$ cat src/rtl/mips_ctrl_pkg.sv
// Shared control encodings for the multicycle MIPS datapath.
// The main FSM, the ALU control decoder and the datapath all import this package.
package mips_ctrl_pkg;

  localparam logic [5:0] OP_RTYPE = 6'h00;
  localparam logic [5:0] OP_J     = 6'h02;
  localparam logic [5:0] OP_BEQ   = 6'h04;
  localparam logic [5:0] OP_ADDI  = 6'h08;
  localparam logic [5:0] OP_LW    = 6'h23;
  localparam logic [5:0] OP_SW    = 6'h2B;

  localparam logic [1:0] ALU_ADD   = 2'b00;
  localparam logic [1:0] ALU_SUB   = 2'b01;
  localparam logic [1:0] ALU_FUNCT = 2'b10;

  localparam logic [1:0] SRCB_REG  = 2'b00;
  localparam logic [1:0] SRCB_FOUR = 2'b01;
  localparam logic [1:0] SRCB_IMM  = 2'b10;
  localparam logic [1:0] SRCB_BOFS = 2'b11;

  localparam logic [1:0] PCSRC_ALU    = 2'b00;
  localparam logic [1:0] PCSRC_ALUOUT = 2'b01;
  localparam logic [1:0] PCSRC_JUMP   = 2'b10;

  typedef enum logic [3:0] {
    S_FETCH  = 4'd0,
    S_DECODE = 4'd1,
    S_MEMADR = 4'd2,
    S_MEMRD  = 4'd3,
    S_MEMWB  = 4'd4,
    S_MEMWR  = 4'd5,
    S_EXEC   = 4'd6,
    S_ALUWB  = 4'd7,
    S_BRANCH = 4'd8,
    S_ADDIEX = 4'd9,
    S_ADDIWB = 4'd10,
    S_JUMP   = 4'd11
  } state_e;

  typedef struct packed {
    logic       mem_req;
    logic       mem_write;
    logic       iord;
    logic       ir_write;
    logic       pc_write;
    logic       branch;
    logic [1:0] pc_src;
    logic       alu_src_a;
    logic [1:0] alu_src_b;
    logic [1:0] alu_op;
    logic       reg_write;
    logic       reg_dst;
    logic       mem_to_reg;
    logic       instr_done;
  } ctrl_t;

endpackage

$ cat src/rtl/mem_wait_timer.sv
// Counts stalled cycles of a memory access; expired fires on the cycle the
// count reaches MEM_TIMEOUT while still stalled. MEM_TIMEOUT=0 never expires.
module mem_wait_timer #(
  parameter int unsigned MEM_TIMEOUT = 16
) (
  input  logic clk,
  input  logic rst,
  input  logic clr,
  input  logic cnt_en,
  output logic expired
);

  localparam int unsigned CW = (MEM_TIMEOUT < 2) ? 1 : $clog2(MEM_TIMEOUT + 1);

  logic [CW-1:0] count_q, count_d;

  always_comb begin
    count_d = count_q;
    if (clr) begin
      count_d = '0;
    end else if (cnt_en && (count_q != '1)) begin
      count_d = count_q + CW'(1);
    end
  end

  always_ff @(posedge clk) begin
    if (rst) count_q <= '0;
    else     count_q <= count_d;
  end

  // This cycle's increment is the one that reaches the limit.
  assign expired = (MEM_TIMEOUT != 0) && cnt_en &&
                   ((32'(count_q) + 32'd1) >= MEM_TIMEOUT);

endmodule

$ cat src/rtl/multicycle_control_fsm.sv
// Moore control unit for the multicycle MIPS datapath: state register,
// next-state logic, state-decoded datapath controls and sticky error flags.
module multicycle_control_fsm
  import mips_ctrl_pkg::*;
#(
  parameter int unsigned MEM_TIMEOUT = 16
) (
  input  logic       clk,
  input  logic       rst,
  input  logic [5:0] op,
  input  logic       zero,
  input  logic       mem_ready,
  output logic       mem_req,
  output logic       mem_write,
  output logic       iord,
  output logic       ir_write,
  output logic       pc_write,
  output logic       branch,
  output logic       pc_en,
  output logic [1:0] pc_src,
  output logic       alu_src_a,
  output logic [1:0] alu_src_b,
  output logic [1:0] alu_op,
  output logic       reg_write,
  output logic       reg_dst,
  output logic       mem_to_reg,
  output logic       instr_done,
  output logic       illegal_op,
  output logic       bus_err,
  output logic [3:0] state_dbg
);

  state_e state_q, state_d;
  logic   illegal_q, illegal_d;
  logic   bus_err_q, bus_err_d;
  logic   tmo;
  logic   stall;
  ctrl_t  ctrl;

  assign stall = ctrl.mem_req & ~mem_ready;

  mem_wait_timer #(.MEM_TIMEOUT(MEM_TIMEOUT)) u_timer (
    .clk     (clk),
    .rst     (rst),
    .clr     ((state_d != state_q) | tmo),
    .cnt_en  (stall),
    .expired (tmo)
  );

  // Next state and sticky flag updates.
  always_comb begin
    state_d   = state_q;
    illegal_d = illegal_q;
    bus_err_d = bus_err_q;
    unique case (state_q)
      S_FETCH: begin
        if (mem_ready) begin
          state_d = S_DECODE;
        end else if (tmo) begin
          state_d   = S_FETCH;
          bus_err_d = 1'b1;
        end
      end
      S_DECODE: begin
        unique case (op)
          OP_LW, OP_SW: state_d = S_MEMADR;
          OP_RTYPE:     state_d = S_EXEC;
          OP_BEQ:       state_d = S_BRANCH;
          OP_ADDI:      state_d = S_ADDIEX;
          OP_J:         state_d = S_JUMP;
          default: begin
            state_d   = S_FETCH;
            illegal_d = 1'b1;
          end
        endcase
      end
      S_MEMADR: state_d = (op == OP_LW) ? S_MEMRD : S_MEMWR;
      S_MEMRD: begin
        if (mem_ready) begin
          state_d = S_MEMWB;
        end else if (tmo) begin
          state_d   = S_FETCH;
          bus_err_d = 1'b1;
        end
      end
      S_MEMWR: begin
        if (mem_ready) begin
          state_d = S_FETCH;
        end else if (tmo) begin
          state_d   = S_FETCH;
          bus_err_d = 1'b1;
        end
      end
      S_EXEC:   state_d = S_ALUWB;
      S_ADDIEX: state_d = S_ADDIWB;
      default:  state_d = S_FETCH;
    endcase
  end

  always_ff @(posedge clk) begin
    if (rst) begin
      state_q   <= S_FETCH;
      illegal_q <= 1'b0;
      bus_err_q <= 1'b0;
    end else begin
      state_q   <= state_d;
      illegal_q <= illegal_d;
      bus_err_q <= bus_err_d;
    end
  end

  // Moore decode; only FETCH writes and MEMWR completion look at mem_ready.
  always_comb begin
    ctrl = '0;
    unique case (state_q)
      S_FETCH: begin
        ctrl.mem_req   = 1'b1;
        ctrl.alu_src_b = SRCB_FOUR;
        ctrl.alu_op    = ALU_ADD;
        ctrl.pc_src    = PCSRC_ALU;
        ctrl.ir_write  = mem_ready;
        ctrl.pc_write  = mem_ready;
      end
      S_DECODE: ctrl.alu_src_b = SRCB_BOFS;
      S_MEMADR: begin
        ctrl.alu_src_a = 1'b1;
        ctrl.alu_src_b = SRCB_IMM;
      end
      S_MEMRD: begin
        ctrl.mem_req = 1'b1;
        ctrl.iord    = 1'b1;
      end
      S_MEMWB: begin
        ctrl.reg_write  = 1'b1;
        ctrl.mem_to_reg = 1'b1;
        ctrl.instr_done = 1'b1;
      end
      S_MEMWR: begin
        ctrl.mem_req    = 1'b1;
        ctrl.mem_write  = 1'b1;
        ctrl.iord       = 1'b1;
        ctrl.instr_done = mem_ready;
      end
      S_EXEC: begin
        ctrl.alu_src_a = 1'b1;
        ctrl.alu_src_b = SRCB_REG;
        ctrl.alu_op    = ALU_FUNCT;
      end
      S_ALUWB: begin
        ctrl.reg_write  = 1'b1;
        ctrl.reg_dst    = 1'b1;
        ctrl.instr_done = 1'b1;
      end
      S_BRANCH: begin
        ctrl.alu_src_a  = 1'b1;
        ctrl.alu_src_b  = SRCB_REG;
        ctrl.alu_op     = ALU_SUB;
        ctrl.pc_src     = PCSRC_ALUOUT;
        ctrl.branch     = 1'b1;
        ctrl.instr_done = 1'b1;
      end
      S_ADDIEX: begin
        ctrl.alu_src_a = 1'b1;
        ctrl.alu_src_b = SRCB_IMM;
      end
      S_ADDIWB: begin
        ctrl.reg_write  = 1'b1;
        ctrl.instr_done = 1'b1;
      end
      S_JUMP: begin
        ctrl.pc_src     = PCSRC_JUMP;
        ctrl.pc_write   = 1'b1;
        ctrl.instr_done = 1'b1;
      end
      default: ctrl = '0;
    endcase
    if (rst) ctrl = '0;
  end

  assign mem_req    = ctrl.mem_req;
  assign mem_write  = ctrl.mem_write;
  assign iord       = ctrl.iord;
  assign ir_write   = ctrl.ir_write;
  assign pc_write   = ctrl.pc_write;
  assign branch     = ctrl.branch;
  assign pc_en      = ctrl.pc_write | (ctrl.branch & zero);
  assign pc_src     = ctrl.pc_src;
  assign alu_src_a  = ctrl.alu_src_a;
  assign alu_src_b  = ctrl.alu_src_b;
  assign alu_op     = ctrl.alu_op;
  assign reg_write  = ctrl.reg_write;
  assign reg_dst    = ctrl.reg_dst;
  assign mem_to_reg = ctrl.mem_to_reg;
  assign instr_done = ctrl.instr_done;
  assign illegal_op = illegal_q;
  assign bus_err    = bus_err_q;
  assign state_dbg  = state_q;

endmodule
$ cat config.mk
export PLATFORM = sky130hd
export DESIGN_NAME = multicycle_control_fsm
export DESIGN_NICKNAME = d
export VERILOG_FILES = /design/src/rtl/mips_ctrl_pkg.sv /design/src/rtl/mem_wait_timer.sv /design/src/rtl/multicycle_control_fsm.sv
export SDC_FILE = /design/constraint.sdc
export NUM_CORES = 1
export LEC_CHECK = 0
export BUFFER_PORTS_ARGS = -buffer_cell sky130_fd_sc_hd__buf_4
export CORE_UTILIZATION = 54
export CTS_CLUSTER_DIAMETER = 40
export DETAILED_ROUTE_END_ITERATION = 8
export PLACE_DENSITY = 0.84
export SYNTH_ARGS = -nofsm -noshare
export SYNTH_HDL_FRONTEND = slang
export SYNTH_SLANG_ARGS = --single-unit
$ cat constraint.sdc
create_clock -name clk -period 2.8 [get_ports clk]
set_clock_uncertainty 0.1 [all_clocks]
set_input_delay 0.56 -clock clk [delete_from_list [all_inputs] [get_ports clk]]
set_output_delay 0.56 -clock clk [all_outputs]
set_load 0.1 [all_outputs]
Yosys cells after proc, flatten, opt, wreduce, memory -nomap -nowiden
Cells that the tools add are included.
{"block": "word_totals", "ff_bits": 11, "inputBits": 10, "output_inout_bits": 24, "elab_cells": 68}
{"block": "op_classes", "add_sub_neg": 2, "magnitude_cmp": 1, "eq_ne": 18, "mux": 22, "bitwise": 6, "reduce_logical": 15}
{"op": ">= comparator 32 x 5 -> 1 bit, second input constant", "n": 1}
{"op": "case mux 4 bit (7 select lines)", "n": 1}
{"op": "case mux 4 bit (5 select lines)", "n": 1}
{"op": "two-way mux 17 bit", "n": 1}
{"op": "equality test 4 x 3 -> 1 bit, second input constant", "n": 4}
{"op": "equality test 4 bit, second input constant", "n": 4}
{"op": "two-way mux 4 bit", "n": 4}
{"op": "equality test 6 bit, second input constant", "n": 2}
{"op": "two-way mux 1 bit", "n": 9}
{"op": "equality test 4 x 2 -> 1 bit, second input constant", "n": 2}
{"op": "case mux 2 bit (2 select lines)", "n": 2}
{"op": "OR reduction 2 bit", "n": 4}
{"op": "adder 5 x 1 -> 6 bit, second input constant", "n": 1}
{"op": "equality test 6 x 2 -> 1 bit, second input constant", "n": 1}
{"op": "equality test 6 x 3 -> 1 bit, second input constant", "n": 1}
{"op": "equality test 6 x 4 -> 1 bit, second input constant", "n": 1}
{"op": "logical NOT 6 bit", "n": 1}
{"op": "case mux 2 bit (3 select lines)", "n": 1}
{"op": "OR reduction 3 bit", "n": 2}
{"op": "OR reduction 6 bit", "n": 1}
{"op": "adder 5 x 1 -> 5 bit, second input constant", "n": 1}
{"op": "!= test 5 bit, second input constant", "n": 1}
{"op": "OR reduction 5 bit", "n": 1}
{"op": "equality test 4 x 1 -> 1 bit, second input constant", "n": 1}
{"op": "11 further kinds", "n": 16}

Logic depth before layout (Yosys ltp)
{"block": "depth", "word_depth": 12, "depth_mapped": 7, "ltp_nobuf": 7}

Modules after synthesis
A second synthesis with hierarchy kept.
{"block": "unflattened", "hier_cells": 141, "area_unflattened_um2": 1071.0}
{"module": "multicycle_control_fsm", "instances": 1, "cells_each": 116, "area_per_inst_um2": 802.0, "seq_area_each_um2": 120.1}
{"module": "mem_wait_timer", "instances": 1, "cells_each": 25, "area_per_inst_um2": 269.0, "seq_area_each_um2": 100.1}

Worst setup path after synthesis
No wires, ideal clock.
{"block": "synth_timing", "path_kind": "flip-flop to output port", "start": "register state_q[3] (netlist: state_dbg[3])", "end": "output port pc_en", "t_arrival_ns": 5.182, "required_ns": 2.140, "setup_slack_ns": -3.042, "stages_incl_launch_ff": 5, "path_buffers": 1, "path_cell_list": "dfxtp_1 > buf_6 > nand2_1 > nor4_1 > a21o_1"}
{"block": "synth_via", "elab_chain_len": 5, "elab_cells_between_ends": 8, "cone_classes": "eq/ne (2); mux (3); bitwise (2); reduce/logical (1)"}
{"element": "from (decl)", "line": "multicycle_control_fsm.sv:33", "rtl": "state_e state_q, state_d;"}
{"element": "from (signal assigned)", "line": "multicycle_control_fsm.sv:106", "rtl": "state_q <= state_d;"}
{"element": "equality test 4 bit", "line": "multicycle_control_fsm.sv:115", "rtl": "unique case (state_q)"}
{"element": "two-way mux 1 bit", "line": "multicycle_control_fsm.sv:115"}
{"element": "two-way mux 17 bit", "line": "multicycle_control_fsm.sv:177", "rtl": "if (rst) ctrl = '0;"}
{"element": "named net branch", "line": "multicycle_control_fsm.sv:18", "rtl": "output logic branch,"}
{"element": "bitwise AND 1 bit", "line": "multicycle_control_fsm.sv:186", "rtl": "assign pc_en = ctrl.pc_write | (ctrl.branch & zero);"}
{"element": "bitwise OR 1 bit", "line": "multicycle_control_fsm.sv:186"}
{"element": "to (decl)", "line": "multicycle_control_fsm.sv:19", "rtl": "output logic pc_en,"}
The timed path passes the listed nets, and every way through them passes these cells.

Final worst setup path
{"block": "layout_timing", "start": "register state_q[0] (netlist: state_dbg[0])", "end": "output port pc_en"}
{"block": "layout_via", "elab_chain_len": 5, "elab_cells_between_ends": 8, "cone_classes": "eq/ne (2); mux (3); bitwise (2); reduce/logical (1)"}
{"element": "equality test 4 bit", "line": "multicycle_control_fsm.sv:115"}
{"element": "two-way mux 1 bit", "line": "multicycle_control_fsm.sv:115"}
{"element": "two-way mux 17 bit (*)", "line": "multicycle_control_fsm.sv:177"}
{"element": "bitwise AND 1 bit", "line": "multicycle_control_fsm.sv:186"}
{"element": "bitwise OR 1 bit (*)", "line": "multicycle_control_fsm.sv:186"}
Every way passes the cells marked *; elsewhere a longest branch is shown, timed or not.

==> impl_results.html <==
<table>
<tr><th>Metric</th><th>Value</th></tr>
<tr><th colspan="2">Outcome</th></tr>
<tr><td>Status</td><td>completed</td></tr>
<tr><th colspan="2">Timing</th></tr>
<tr><td>Time the final worst path needs with I/O delays and setup</td><td>2701 ps</td></tr>
<tr><td>Max Slew Vio Count</td><td>0</td></tr>
<tr><td>Number of endpoints failing setup at the final stage</td><td>0</td></tr>
<tr><td>Worst-Margin Slew</td><td>530.9 ps</td></tr>
<tr><td>WHS</td><td>387.5 ps</td></tr>
<tr><td>Worst slew margin relative to its limit</td><td>64.28%</td></tr>
<tr><td>Post-route clock period utilization</td><td>96.45%</td></tr>
<tr><td>Hold violation count in the final report</td><td>0</td></tr>
<tr><td>Setup TNS after final layout</td><td>0 ps</td></tr>
<tr><td>Maximum clock rate</td><td>0.3703 GHz</td></tr>
<tr><td>Setup repair after global routing missed its margin</td><td>no</td></tr>
<tr><th colspan="2">Synthesis</th></tr>
<tr><td>Post-synth cell types</td><td>46</td></tr>
<tr><td>Synth Register Bits</td><td>11</td></tr>
<tr><td>Count of mapped cells out of synthesis</td><td>145</td></tr>
<tr><td>Fraction of registers with async set/reset</td><td>0%</td></tr>
<tr><td>EDFF count, synth</td><td>0</td></tr>
<tr><td>Seq/Total Area, Yosys</td><td>20.56%</td></tr>
<tr><td>Cell type contributing the most total cell area after synthesis</td><td>sky130_fd_sc_hd__dfxtp_1</td></tr>
<tr><td>Per-instance average area after synthesis</td><td>7.386 µm²</td></tr>
<tr><td>Net count of the mapped netlist</td><td>157</td></tr>
<tr><td>Cell types occupying the most area after synthesis</td><td>sky130_fd_sc_hd__dfxtp_1, sky130_fd_sc_hd__nor2_1, sky130_fd_sc_hd__nor3_1</td></tr>
<tr><td>Netlist area before placement</td><td>0.001071 mm²</td></tr>
<tr><td>Synth warn</td><td>0</td></tr>
<tr><td>Area fraction of the dominant cell type after synthesis</td><td>20.56%</td></tr>
<tr><td>Commonest register cell after synthesis</td><td>sky130_fd_sc_hd__dfxtp_1</td></tr>
<tr><th colspan="2">Route</th></tr>
<tr><td>Routed via count</td><td>1247</td></tr>
<tr><td>Initial drt markers</td><td>67</td></tr>
<tr><td>Wire length per cell after detailed routing</td><td>15.21 µm</td></tr>
<tr><td>Post-DRT Antenna Nets</td><td>0</td></tr>
<tr><td>Via density per instance</td><td>6.266</td></tr>
<tr><td>Final WL</td><td>3026 µm</td></tr>
<tr><td>Detailed Routing Iterations Pass 1</td><td>5</td></tr>
<tr><td>DRC violations left</td><td>0</td></tr>
<tr><th colspan="2">Placed design</th></tr>
<tr><td>Routability Congestion</td><td>0.7878</td></tr>
<tr><td>Post-Place Cells</td><td>195</td></tr>
<tr><td>Buffers on Ports</td><td>33</td></tr>
<tr><td>DPL Wire Length</td><td>2264 µm</td></tr>
<tr><th colspan="2">Clocking</th></tr>
<tr><td>TritonCTS clock tree</td><td>yes</td></tr>
<tr><td>Max Buffers Root-to-Sink</td><td>2</td></tr>
<tr><td>TritonCTS Buffers</td><td>3</td></tr>
<tr><td>Clock sink count</td><td>11</td></tr>
<tr><td>Clock slew seen by the registers of the worst setup and hold paths</td><td>80 ps</td></tr>
<tr><td>Post-CTS repair timing setup buffer count</td><td>0</td></tr>
<tr><td>Post-cts sizing count</td><td>0</td></tr>
<tr><td>Clock network latency to the later pin of the worst-skew pair</td><td>270 ps</td></tr>
<tr><td>Hold bufs inserted after CTS</td><td>0</td></tr>
<tr><td>Clk root buf</td><td>sky130_fd_sc_hd__clkbuf_4</td></tr>
<tr><td>Total number of H-tree levels</td><td>1</td></tr>
<tr><th colspan="2">Floorplanning</th></tr>
<tr><td>Die height</td><td>46.54 µm</td></tr>
<tr><td>Horiz. Die Dim</td><td>46.54 µm</td></tr>
<tr><td>Number of placement rows</td><td>15</td></tr>
<tr><td>Top-level I/O count</td><td>34</td></tr>
<tr><td>Initial cell density of the core</td><td>60.07%</td></tr>
<tr><td>Area of the die</td><td>0.002166 mm²</td></tr>
<tr><td>Core outline area</td><td>0.001783 mm²</td></tr>
<tr><th colspan="2">Setup path</th></tr>
<tr><td>Req. time, crit path</td><td>2140 ps</td></tr>
<tr><td>Critical path fanouts, max</td><td>23</td></tr>
<tr><td>Data arrival at the endpoint of the critical path</td><td>2040 ps</td></tr>
<tr><td>Setup CP Type</td><td>flop to output pin</td></tr>
<tr><td>Category of cells accounting for the largest share of critical-path delay</td><td>simple AND/OR/NAND/NOR gates</td></tr>
<tr><td>Buf/Inv on CP</td><td>1</td></tr>
<tr><td>Cells along the critical path</td><td>or3b_2 &gt; nor2_1 &gt; a31oi_1 &gt; nor3_4 &gt; a21o_4 &gt; buf_4</td></tr>
<tr><td>Type of origin of the critical path</td><td>flop</td></tr>
<tr><td>Maximum cell stage delay along the critical path</td><td>490 ps</td></tr>
<tr><td>Critical Path Slowest Stage Cell</td><td>sky130_fd_sc_hd__or3b_2</td></tr>
<tr><td>Kind of end point of the critical path</td><td>output pin</td></tr>
<tr><th colspan="2">GRT</th></tr>
<tr><td>Maximum number of pins on one net before global-route repair</td><td>24</td></tr>
<tr><td>Wire length of the first global-routing pass</td><td>4836 µm</td></tr>
<tr><td>Vias in the first global route</td><td>1099</td></tr>
<tr><td>Number of antenna violations at the first check in global routing</td><td>0</td></tr>
<tr><td>Combined global-route utilization of all metal layers</td><td>30.68%</td></tr>
<tr><td>Overflow left after global routing</td><td>0</td></tr>
<tr><th colspan="2">Pwr</th></tr>
<tr><td>Total chip power</td><td>467.2 µW</td></tr>
<tr><td>Power per Cell Area</td><td>308.6 mW/mm²</td></tr>
<tr><td>Worst vdd rail ir drop</td><td>0.3186 mV</td></tr>
<tr><td>Standby leakage power</td><td>0.5781 nW</td></tr>
<tr><th colspan="2">Finish</th></tr>
<tr><td>Number of cells in the finished layout apart from fillers</td><td>199</td></tr>
<tr><td>Area growth from synthesis to final layout</td><td>41.35%</td></tr>
<tr><td>Number of diodes</td><td>0</td></tr>
<tr><td>Nets</td><td>187</td></tr>
<tr><td>Final core utilization</td><td>84.91%</td></tr>
<tr><td>Proportion of layout cells with a drive suffix above 1</td><td>41.38%</td></tr>
<tr><th colspan="2">Job</th></tr>
<tr><td>Max-cap violation count</td><td>0</td></tr>
<tr><th colspan="2">Min path</th></tr>
<tr><td>Worst hold-check path type</td><td>flop to flop</td></tr>
</table>
cell usage after synthesis, types with 3 or more instances:
library cell	count
sky130_fd_sc_hd__a22oi_1	3
sky130_fd_sc_hd__nor4_1	5
sky130_fd_sc_hd__and3_1	3
sky130_fd_sc_hd__nor2_1	19
sky130_fd_sc_hd__o21ai_0	6
sky130_fd_sc_hd__nor3_1	12
sky130_fd_sc_hd__xor2_1	6
sky130_fd_sc_hd__a21oi_1	9
sky130_fd_sc_hd__dfxtp_1	11
sky130_fd_sc_hd__nand2b_1	3
sky130_fd_sc_hd__clkbuf_1	6
sky130_fd_sc_hd__nand2_1	9
sky130_fd_sc_hd__or3_1	4
sky130_fd_sc_hd__nand3_1	6
sky130_fd_sc_hd__inv_1	5
worst register-to-register path, stage by stage, from the launching register on:
cell and delay [ps]:
sky130_fd_sc_hd__dfxtp_4 400, sky130_fd_sc_hd__buf_4 220, sky130_fd_sc_hd__or3_1 430, sky130_fd_sc_hd__a2bb2oi_2 180
sky130_fd_sc_hd__a221oi_4 260, sky130_fd_sc_hd__o221ai_2 210, sky130_fd_sc_hd__nor3_1 200
cell families (layout without fill, tap and decap cells):
| kind of cell | after synthesis | count (layout) | share of synthesized area, % |
|---|---|---|---|
| and+or+nand+nor | 75 | 75 | 38.44 |
| DFF | 11 | 11 | 20.56 |
| muxes | 2 | 2 | 1.869 |
| adders and majority gates | 3 | 3 | 3.271 |
| xor gates and xnor gates | 7 | 7 | 5.724 |
| buffers and inverters | 15 | 44 | 6.892 |
| AOI/OAI and AO/OA | 32 | 32 | 23.25 |
metal layers:
| layer | track usage [%] | vias up | wire (µm) |
|---|---|---|---|
| met2 | 51.67 | 67 | 1521 |
| met5 | 0 | - | 0 |
| met1 | 40.24 | 573 | 1258 |
| li1 | - | 595 | - |
| met4 | 11.76 | 0 | 78 |
| met3 | 1.961 | 12 | 168 |
report_power, final:
group,leakage (nW),switching [mW],internal (mW),total (mW)
logic,0.471,0.129,0.0550,0.184
clock network,0.0150,0.0577,0.0551,0.113
registers,0.0922,0.0131,0.158,0.171
total,0.578,0.200,0.268,0.467
cell type report:
type | instances | area [µm²]
multi-input combinational | 119 | 939.7
fill | 106 | 269.0
timing repair buffer | 35 | 262.8
sequential | 11 | 235.2
tap | 25 | 31.28
clock buffer | 4 | 26.28
inverter | 5 | 18.77
stage by stage:
step	area [µm²]	worst slack (ps)
2_1_floorplan	1272	-349.9
3_3_place_gp	1488	224.7
3_5_place_dp	1488	149.4
4_1_cts	1514	98.72
5_1_grt	1514	59.13
6_report	1514	99.39
state kept, by name, indices dropped and copies added (netlist names):
name	count
u_timer.count_q	5
state_dbg	4
illegal_op	1
bus_err	1
worst paths after layout:
check,from,to,slack [ps],cells after the start
worst max register to register,state_dbg[1]$_SDFF_PP0_,u_timer.count_q[4]$_SDFFE_PP0P_,710,6
worst max-delay path,state_dbg[0]$_SDFF_PP0_,pc_en,100,6
worst min register to register,bus_err$_SDFFE_PP0P_,bus_err$_SDFFE_PP0P_,390,2
worst min-delay path,bus_err$_SDFFE_PP0P_,bus_err$_SDFFE_PP0P_,390,2
layout by cell type (no fill, tap or decap), types with 3 or more instances in the layout:
master	instances
sky130_fd_sc_hd__xor2_1	6
sky130_fd_sc_hd__dfxtp_4	4
sky130_fd_sc_hd__nor3_4	4
sky130_fd_sc_hd__nand3_1	6
sky130_fd_sc_hd__clkbuf_4	3
sky130_fd_sc_hd__o21ai_0	6
sky130_fd_sc_hd__nand2b_1	3
sky130_fd_sc_hd__or3_1	4
sky130_fd_sc_hd__dfxtp_1	7
sky130_fd_sc_hd__nand2_1	7
sky130_fd_sc_hd__a22oi_1	3
sky130_fd_sc_hd__buf_4	35
sky130_fd_sc_hd__a21oi_1	9
sky130_fd_sc_hd__nor2_4	3
sky130_fd_sc_hd__nor4_4	4
sky130_fd_sc_hd__nor2_1	14
sky130_fd_sc_hd__inv_1	5
sky130_fd_sc_hd__nor3_1	7
sky130_fd_sc_hd__and3_1	3
Power figures use the tool's default switching activity.
